<file path="src/rtl/aes_round_ctrl.sv">
// AES-128 round sequencer: issues SubBytes/ShiftRows/MixColumns/AddRoundKey enables in round order.
// Optional step watchdog compiled in with AES_CTRL_WATCHDOG_EN.
module aes_round_ctrl #(
    parameter int NR      = 10,
    parameter int TIMEOUT = 15
) (
    input  logic       clk,
    input  logic       rst,
    input  logic       start,
    output logic       sub_en,
    output logic       shift_en,
    output logic       mix_en,
    output logic       ark_en,
    input  logic       sub_done,
    input  logic       shift_done,
    input  logic       mix_done,
    input  logic       ark_done,
    output logic [3:0] round,
    output logic       busy,
    output logic       done,
    output logic       error
);

    // state       | meaning
    // IDLE        | waiting for start, round = 0
    // ISSUE_ARK0  | pulse ark_en for the initial key whitening
    // WAIT_ARK0   | wait for ark_done of round 0
    // ISSUE_SUB   | pulse sub_en
    // WAIT_SUB    | wait for sub_done
    // ISSUE_SHIFT | pulse shift_en
    // WAIT_SHIFT  | wait for shift_done
    // ISSUE_MIX   | pulse mix_en (rounds 1..NR-1 only)
    // WAIT_MIX    | wait for mix_done
    // ISSUE_ARK   | pulse ark_en
    // WAIT_ARK    | wait for ark_done
    // FINISH      | ciphertext valid, done pulse
    typedef enum logic [3:0] {
        IDLE,
        ISSUE_ARK0,
        WAIT_ARK0,
        ISSUE_SUB,
        WAIT_SUB,
        ISSUE_SHIFT,
        WAIT_SHIFT,
        ISSUE_MIX,
        WAIT_MIX,
        ISSUE_ARK,
        WAIT_ARK,
        FINISH
    } state_t;

    localparam logic [3:0] NR_W = 4'(NR);

    if (NR < 2 || NR > 14) begin : g_bad_nr
        $error("aes_round_ctrl: NR out of range 2..14");
    end
    if (TIMEOUT < 1) begin : g_bad_timeout
        $error("aes_round_ctrl: TIMEOUT must be at least 1");
    end

    state_t     state_q, state_d;
    logic [3:0] round_q, round_d;
    logic       sub_en_q, sub_en_d;
    logic       shift_en_q, shift_en_d;
    logic       mix_en_q, mix_en_d;
    logic       ark_en_q, ark_en_d;
    logic       busy_q, busy_d;
    logic       done_q, done_d;
    logic       waiting;
    logic       step_ok;

`ifdef AES_CTRL_WATCHDOG_EN
    localparam int WD_W = (TIMEOUT < 2) ? 1 : $clog2(TIMEOUT);
    logic [WD_W-1:0] wd_q, wd_d;
    logic            error_q, error_d;
`endif

    always_comb begin
        state_d = state_q;
        round_d = round_q;
        waiting = 1'b0;
        step_ok = 1'b0;
        case (state_q)
            IDLE: begin
                round_d = '0;
                if (start) state_d = ISSUE_ARK0;
            end
            ISSUE_ARK0:  state_d = WAIT_ARK0;
            WAIT_ARK0: begin
                waiting = 1'b1;
                step_ok = ark_done;
                if (ark_done) begin
                    state_d = ISSUE_SUB;
                    round_d = 4'd1;
                end
            end
            ISSUE_SUB:   state_d = WAIT_SUB;
            WAIT_SUB: begin
                waiting = 1'b1;
                step_ok = sub_done;
                if (sub_done) state_d = ISSUE_SHIFT;
            end
            ISSUE_SHIFT: state_d = WAIT_SHIFT;
            WAIT_SHIFT: begin
                waiting = 1'b1;
                step_ok = shift_done;
                // Final round skips MixColumns.
                if (shift_done) state_d = (round_q < NR_W) ? ISSUE_MIX : ISSUE_ARK;
            end
            ISSUE_MIX:   state_d = WAIT_MIX;
            WAIT_MIX: begin
                waiting = 1'b1;
                step_ok = mix_done;
                if (mix_done) state_d = ISSUE_ARK;
            end
            ISSUE_ARK:   state_d = WAIT_ARK;
            WAIT_ARK: begin
                waiting = 1'b1;
                step_ok = ark_done;
                if (ark_done) begin
                    if (round_q == NR_W) begin
                        state_d = FINISH;
                    end else begin
                        state_d = ISSUE_SUB;
                        round_d = round_q + 4'd1;
                    end
                end
            end
            FINISH: begin
                state_d = IDLE;
                round_d = '0;
            end
            default: begin
                state_d = IDLE;
                round_d = '0;
            end
        endcase

`ifdef AES_CTRL_WATCHDOG_EN
        // Counter is zero on every WAIT entry because ISSUE and done-advance both clear it.
        wd_d    = '0;
        error_d = 1'b0;
        if (waiting && !step_ok) begin
            if (wd_q == WD_W'(TIMEOUT - 1)) begin
                state_d = IDLE;
                round_d = '0;
                error_d = 1'b1;
            end else begin
                wd_d = wd_q + 1'b1;
            end
        end
`endif

        sub_en_d   = (state_d == ISSUE_SUB);
        shift_en_d = (state_d == ISSUE_SHIFT);
        mix_en_d   = (state_d == ISSUE_MIX);
        ark_en_d   = (state_d == ISSUE_ARK0) || (state_d == ISSUE_ARK);
        busy_d     = (state_d != IDLE);
        done_d     = (state_d == FINISH);
    end

    always_ff @(posedge clk) begin
        if (rst) begin
            state_q    <= IDLE;
            round_q    <= '0;
            sub_en_q   <= 1'b0;
            shift_en_q <= 1'b0;
            mix_en_q   <= 1'b0;
            ark_en_q   <= 1'b0;
            busy_q     <= 1'b0;
            done_q     <= 1'b0;
`ifdef AES_CTRL_WATCHDOG_EN
            wd_q       <= '0;
            error_q    <= 1'b0;
`endif
        end else begin
            state_q    <= state_d;
            round_q    <= round_d;
            sub_en_q   <= sub_en_d;
            shift_en_q <= shift_en_d;
            mix_en_q   <= mix_en_d;
            ark_en_q   <= ark_en_d;
            busy_q     <= busy_d;
            done_q     <= done_d;
`ifdef AES_CTRL_WATCHDOG_EN
            wd_q       <= wd_d;
            error_q    <= error_d;
`endif
        end
    end

    assign sub_en   = sub_en_q;
    assign shift_en = shift_en_q;
    assign mix_en   = mix_en_q;
    assign ark_en   = ark_en_q;
    assign round    = round_q;
    assign busy     = busy_q;
    assign done     = done_q;

`ifdef AES_CTRL_WATCHDOG_EN
    assign error = error_q;
`else
    assign error = 1'b0;
`endif

endmodule

</file>
<file path="config.mk">
export PLATFORM = sky130hd
export DESIGN_NAME = aes_round_ctrl
export DESIGN_NICKNAME = d
export VERILOG_FILES = /design/src/rtl/aes_round_ctrl.sv
export SDC_FILE = /design/constraint.sdc
export NUM_CORES = 1
export LEC_CHECK = 0
export ABC_AREA = 0
export BUFFER_PORTS_ARGS = -buffer_cell sky130_fd_sc_hd__buf_2
export CAP_MARGIN = 20
export CORE_MARGIN = 2
export CORE_UTILIZATION = 45
export CTS_CLUSTER_SIZE = 40
export DETAILED_ROUTE_END_ITERATION = 16
export PLACE_DENSITY = 0.8
export SLEW_MARGIN = 20
export SYNTH_ARGS = -nofsm -noshare
export SYNTH_HDL_FRONTEND = slang
export SYNTH_SLANG_ARGS = --single-unit
</file>
<file path="constraint.sdc">
create_clock -name clk -period 1.4 [get_ports clk]
set_input_delay 0.07 -clock clk [delete_from_list [all_inputs] [get_ports clk]]
set_output_delay 0.07 -clock clk [all_outputs]
set_load 0.02 [all_outputs]
</file>
### Yosys cells after proc, flatten, opt, wreduce, memory -nomap -nowiden

Index checks and enable logic that the tools add are counted.

* $lt $le $gt $ge: 1
* bitwise operators: 1
* mux-type cells: 13
* add/sub/neg operators: 1
* equal/unequal tests: 20
* reduce and logical (&&, ||, !) cells: 5

Operator list (number)
* two-way mux 4 bit: 11
* case mux 4 bit (11 select lines): 1
* == test 4 x 3 -> 1 bit, second input constant: 6
* == test 4 bit, second input constant: 6
* == test 4 x 2 -> 1 bit, second input constant: 3
* case mux 4 bit (3 select lines): 1
* == test 4 x 1 -> 1 bit, second input constant: 2
* OR reduction 8 bit: 1
* inequality test 2 bit, second input constant: 3
* adder 4 x 1 -> 4 bit, second input constant: 1
* zero test 4 bit: 1
* less-than comparator 4 bit, second input constant: 1
* AND reduction 4 bit: 1
* nonzero test 4 bit: 1
* logical OR 1 bit: 1
* NOT 1 bit: 1

* output and inout port bits: 11
* input bits: 7
* flip-flop bits (word level): 14
* logic and storage cells: 49

### Logic depth before layout (Yosys ltp)

Gate-level depths: netlist of run 1.

* depth in word-level cells: 6
* gate-level depth with buffers: 6
* gate-level depth less buffers: 6

### Least setup slack after synthesis of run 1

No wires, ideal clock.

* kind: register to register
* start: register round_q[0], in the netlist round[0]
* end: register round_q[2], in the netlist round[2]
* path buffers: 0
* library setup time: 115 ps
* clock period less this slack: 1713 ps
* required time: 1285 ps
* cell stages (with the launch flop): 7
* path slack: -313 ps
* arrival time: 1598 ps
* path through: dfxtp_1 > inv_1 > ha_1 > nor4bb_2 > or3_1 > and3_1 > o21a_1

* word-level cells in the longest chain between the ends: 4
* elaborated cells on any way between the ends: 7
* classes of those cells: add/sub: 1; eq/ne: 2; mux: 3; reduce/logical: 1

RTL lines
* start: declaration: RTL line 62 `logic [3:0] round_q, round_d;`
* start signal: assignment: RTL line 178 `round_q <= round_d;`
* adder 4 x 1 -> 4 bit: RTL line 125 `round_d = round_q + 4'd1;`
* two-way mux 4 bit: RTL line 121 `if (round_q == NR_W) begin`
* two-way mux 4 bit: RTL line 120 `if (ark_done) begin`
* case mux 4 bit (3 select lines): RTL line 83 `case (state_q)`

Parallel ways exist; a longest one is shown, timed or not. The select of a mux whose other input is x is not followed.
A chain may end at the register's enable or synchronous reset.

### Worst setup path in the final report of run 1

Ends and elaborated chain as after synthesis.

==> results.toml, run 1 <==
[floorplan]
die_h_um = 46.9
dieArea_sq_mm = 0.00220
num_io_pins = 18
die_w_um = 46.9
start_util_pct = 48.0
core_sq_mm = 0.00173
row_count = 15

[place]
hpwl_mm = 1.44
place_ws_ps = -90.1
gp_congestion = 0.800
io_buffers = 16
place_inst = 142

[worst_setup_path]
reg2regPathDepth = 6
r2r-end = "round[2]"
crit_chain = "inv_4, ha_4, nor4bb_4, or3_1, and3_1, o21a_1"
ff2ff_setup_slack_ps = -90
slowest_stage = "dfxtp_4"
cp.arrival_ps = 1680
worst-setup-path-type = "flip-flop to flip-flop"
path_depth = 6
required_ps = 1590
critPathMaxStageDelay_ps = 390
crit_path_start = "round[0]"
rr_startpoint = "round[0]"
crit_path_end_kind = "flip-flop"
path_buf_inv = 1
critPathTopFamily = "simple AND/OR/NAND/NOR gates"
start_kind = "flip-flop"
critPathCapture = "round[2]"
cp_max_fo = 3

[timing]
fmax_ghz = 0.672
period_share_pct = 106
rsz0062_at_grt = "true"
setup_viol = 5
tns_ps = -203
slew_violations = 0
setup_ws_ps = -87.8
hold_viol = 0
period_minus_slack_ps = 1490
skew_ps = 1.81

[global_route]
grt_pass1_vias = 724
grt_usage_pct = 20.1
grt_max_degree = 10
grt_pass1_wl_mm = 3.13
antenna_found_initial = 0
grt-ovfl-total = 0

[detailed_routing]
drtIter0Drc = 10
avgViaCountPerCell = 5.44
drt_pass1_iterations = 4
drc_errors = 0
wirelength_mm = 2.01
vias = 799
wl_per_cell_um = 13.7
ant_nets = 0

[clock_tree]
clkTransAtPathRegs_ps = 90
cts_sinks = 14
clock_latency_ps = 280
hold_buffers = 0
cts.htree.levels = 1
cts_root_buffer = "clkbuf_4"
numCtsBuffers = 3
cts_buffer_depth = 2
cts_tree = "yes"

[yosys]
syn_inst = 95
syn_area_sq_um = 828
synthFlopType = "dfxtp_1"
avgSynthCellArea_sq_um = 8.72
synth_nets = 104
synth_seq_area_share_pct = 33.8
ys.warnings.count = 0
synth_cell_types = 39
synth-edff-count = 0
async_reset_ff_share_pct = 0
synth_seq_cells = 14

[layout]
postLayoutCoreUtil_pct = 63.7
fin_cells = 147
final_cell_mix = "buf_2 (16), buf_4 (15), nand2_1 (10)"
final_nets = 132
final_common_cell = "buf_2"
num_antenna_cells = 0
syn_to_final_growth_pct = 32.8
drive_gt1_share_pct = 44.3

[min_path]
hold_class = "input port to flip-flop"
hp-start = "rst"

[power]
pwr_density_cell_mw_per_mm2 = 965
p_leak_uw = 0.000513
peakVddDrop_mv = 0.784
power_uw = 1060

[run_status]
status = "complete, but fails checks"
violations = "setup timing"

[job]
maxCapViolations = 0
-- per-layer routing --
metal / vias up / wire (um) / GRT usage, %
met1: 388 / 888 / 24.8
li1: 384 / - / -
met2: 23 / 995 / 36.2
met4: 0 / 39 / 5.00
met3: 4 / 85 / 3.46
met5: - / 0 / 0
-- worst register-to-register path, delay by kind of cell (launching register included) --
family	cells	cell delay [ps]
AOI/OAI and AO/OA	1	170
adders and majority gates	1	140
buffers and inverters	1	40
DFF	1	390
and+or+nand+nor	3	640
-- registers in the layout (all words and copies together), names as in the netlist --
register,count
busy,1
ark_en,1
shift_en,1
done,1
state_q,4
sub_en,1
round,4
mix_en,1
-- cells by family after synthesis --
group / Yosys count / share of synthesized area (%)
AOI/OAI and AO/OA: 20 / 18.3
and+or+nand+nor: 40 / 29.5
adders and majority gates: 2 / 3.02
xor gates and xnor gates: 1 / 1.06
other: 1 / 0.453
DFF: 14 / 33.8
buffers and inverters: 13 / 9.06
muxes: 4 / 4.83
-- worst min path at each step --
stage                 end  cells after the start
2_1_floorplan  state_q[1]                      2
3_3_place_gp   state_q[1]                      2
3_5_place_dp   state_q[1]                      2
4_1_cts        state_q[3]                      2
5_1_grt        state_q[3]                      2
6_report       state_q[1]                      2
-- synth_stat cells, types with 2 or more instances --
cell	number	area [sq um]
nor3_1	5	25.0
nor2_1	7	26.3
a21o_1	2	15.0
buf_6	2	22.5
nand2_1	10	37.5
nand2b_1	5	31.3
o22ai_1	2	12.5
and3_1	2	12.5
ha_1	2	25.0
dfxtp_1	14	280
mux2i_1	4	40.0
buf_4	2	15.0
buf_2	3	15.0
a21oi_1	5	25.0
inv_1	5	18.8
nand3b_1	2	15.0
-- through the flow --
step	instance area [sq um]	hold slack [ps]
4_1_cts	1060	92.7
6_report	1100	99.9
2_1_floorplan	845	374
3_5_place_dp	1000	387
5_1_grt	1100	95.8
3_3_place_gp	1000	382
-- cell type report --
class | count | area (sq um)
Fill cell | 165 | 627
Sequential cell | 14 | 292
Timing Repair Buffer | 31 | 193
Clock buffer | 4 | 36.3
Multi-Input combinational cell | 68 | 527
Tap cell | 25 | 31.3
Inverter | 5 | 21.3
-- report_power, final --
part           leakage, uW  switching [uW]  internal, uW  total (uW)
Clock            0.0000210             140           158         299
Combinational     0.000375             170           136         306
Sequential        0.000117            29.7           427         456
-- timing repair --
| action | 4_1_cts | 5_1_grt |
|---|---|---|
| setup endpoints to repair | 5 | 13 |
| buffers inserted | 0 | 1 |
| resized for setup | 6 | 7 |
| gates cloned | 0 | 0 |
| endpoints found under the hold margin | 0 | 0 |
| pin swaps | 1 | 4 |
Note: power is estimated with default switching activity, not from simulation.
==> run 2, diff against run 1 <==
--- a/config.mk
+++ b/config.mk
@@ -12,7 +12,8 @@
 export CORE_UTILIZATION = 45
 export CTS_CLUSTER_SIZE = 40
 export DETAILED_ROUTE_END_ITERATION = 16
-export PLACE_DENSITY = 0.8
+export PLACE_DENSITY = 0.75
+export SETUP_SLACK_MARGIN = 0.02
 export SLEW_MARGIN = 20
 export SYNTH_ARGS = -nofsm -noshare
 export SYNTH_HDL_FRONTEND = slang
==> run 2 against run 1 <==
  * The flow still finishes with violations (setup timing)
  * Via count is 0.75% higher
  * Global-route usage is 0.30 points lower
  * Die area stayed put
  * Critical path depth stayed put
  * Register-to-register slack better by 20 ps
  * Utilization is 1.8 points higher
  * Largest power group unchanged
  * Sequential cell count stayed put
  * Critical endpoint unchanged
  * Clock power hardly changed
  * Largest cell class unchanged
  * Fmax is 1.0% higher
==> results.toml, run 2 (synthesis gave the netlist of run 1 again) <==
[run_status]
status = "complete, but fails checks"
violations = "setup timing"

[floorplan]
num_io_pins = 18
row_count = 15
die_w_um = 46.9
dieArea_sq_mm = 0.00220
start_util_pct = 48.0
die_h_um = 46.9
core_sq_mm = 0.00173

[timing]
period_minus_slack_ps = 1470
setup_viol = 5
setup_ws_ps = -72.4
hold_slack_ps = 107
hold_viol = 0
period_share_pct = 105
slew_violations = 0
rsz0062_at_grt = "true"
fmax_ghz = 0.679
skew_ps = 3.08

[detailed_routing]
wirelength_mm = 2.14
drc_errors = 0
drtIter0Drc = 17
wl_per_cell_um = 14.5
ant_nets = 0
avgViaCountPerCell = 5.44
drt_pass1_iterations = 4
vias = 805

[min_path]
hold_class = "input port to flip-flop"

[layout]
drive_gt1_share_pct = 44.7
multi_input_area_sq_um = 547
syn_to_final_growth_pct = 36.6
regArea_sq_um = 294
final_common_cell = "buf_2"
final_cell_mix = "buf_2 (16), buf_4 (15), nand2_1 (10)"
nFillCells = 144
final_nets = 133
num_antenna_cells = 0

[worst_setup_path]
path_depth = 6
slowest_stage = "dfxtp_4"
cp_max_fo = 3
path_buf_inv = 1
critPathTopFamily = "simple AND/OR/NAND/NOR gates"
crit_chain = "inv_2, ha_4, nor4bb_4, or3_1, and3_1, o21a_1"
crit_path_end_kind = "flip-flop"
start_kind = "flip-flop"
required_ps = 1590
cp.arrival_ps = 1670
worst-setup-path-type = "flip-flop to flip-flop"
rr_startpoint = "round[0]"
critPathMaxStageDelay_ps = 370
r2r-end = "round[2]"
reg2regPathDepth = 6
ff2ff_setup_slack_ps = -70
critPathCapture = "round[2]"
crit_path_start = "round[0]"

[power]
combPwrFrac_pct = 30.7
p_seq_share_pct = 41.7
pwr_density_cell_mw_per_mm2 = 967
swShare_pct = 33.0
peakVddDrop_mv = 0.789
intPower_uw = 732
p_switching_uw = 361
power_uw = 1090
clockPowerShare_pct = 27.6
p_leak_uw = 0.000525

[global_route]
busiest_layer = "met2"
grt.met3_usage_pct = 2.69
met1_usage_pct = 27.0
grt_pass1_wl_mm = 3.06
grt_max_degree = 10
grt_pass1_vias = 699
use_met2_pct = 31.5
antenna_found_initial = 0
grt-ovfl-total = 0
grt_usage_pct = 19.8

[place]
io_buffers = 16
hpwl_mm = 1.37
gp_congestion = 0.760
place_ws_ps = -117

[clock_tree]
cts_root_buffer = "clkbuf_4"
cts.htree.levels = 1
cts_buffer_depth = 2
cts_sinks = 14
numCtsBuffers = 3
clkTransAtPathRegs_ps = 90
cts_tree = "yes"
clock_latency_ps = 290

[job]
maxCapViolations = 0
[run 2: per-layer routing]
| layer | vias up | routed length, um |
|---|---|---|
| li1 | 384 | - |
| met4 | 0 | 51 |
| met2 | 23 | 1090 |
| met3 | 7 | 101 |
| met5 | - | 0 |
| met1 | 391 | 893 |
[run 2: area by class of cell]
| cell class | instances | share of cell area (%) |
|---|---|---|
| tap | 25 | 2.77 |
| multi-input combinational | 68 | 48.3 |
| clock buffer | 4 | 3.21 |
| inverter | 5 | 1.66 |
| sequential | 14 | 26.0 |
| timing repair buffer | 32 | 18.0 |
[run 2: power by group through the flow]
stage | Sequential, uW | Clock [uW] | Combinational [uW]
floorplan | 474 | 0 | 185
global placement | 462 | 0 | 274
detailed placement | 463 | 0 | 281
CTS | 457 | 300 | 300
global route | 461 | 317 | 362
finish | 456 | 302 | 336
[run 2: worst min-delay path by stage]
stage	from	endpoint	slack, ps	cells past startpoint
after floorplan	rst	state_q[1]	370	2
after detailed placement	rst	state_q[1]	380	2
after CTS	rst	state_q[3]	90	2
after global placement	rst	state_q[1]	380	2
final	rst	state_q[3]	110	2
after global routing	rst	state_q[3]	130	2
[run 2: per-stage QoR]
stage / cells / TNS (ps) / cell area, sq um / util [%]
3_3_place_gp: 142 / -26.7 / 1000 / 58.2
5_1_grt: 148 / -717 / 1130 / 65.5
6_report: 148 / -156 / 1130 / 65.5
4_1_cts: 148 / -92.5 / 1080 / 62.5
2_1_floorplan: 95 / -79.8 / 845 / -
3_5_place_dp: 142 / -191 / 1000 / 58.2
[run 2: what timing repair did]
action | CTS | global route
resized for setup | 8 | 8
hold buffers | 0 | 0
gates cloned | 0 | 0
pin swaps | 2 | 3
endpoints found under the hold margin | 0 | 0
endpoints found under the setup margin | 7 | 9
setup buffers | 2 | 0
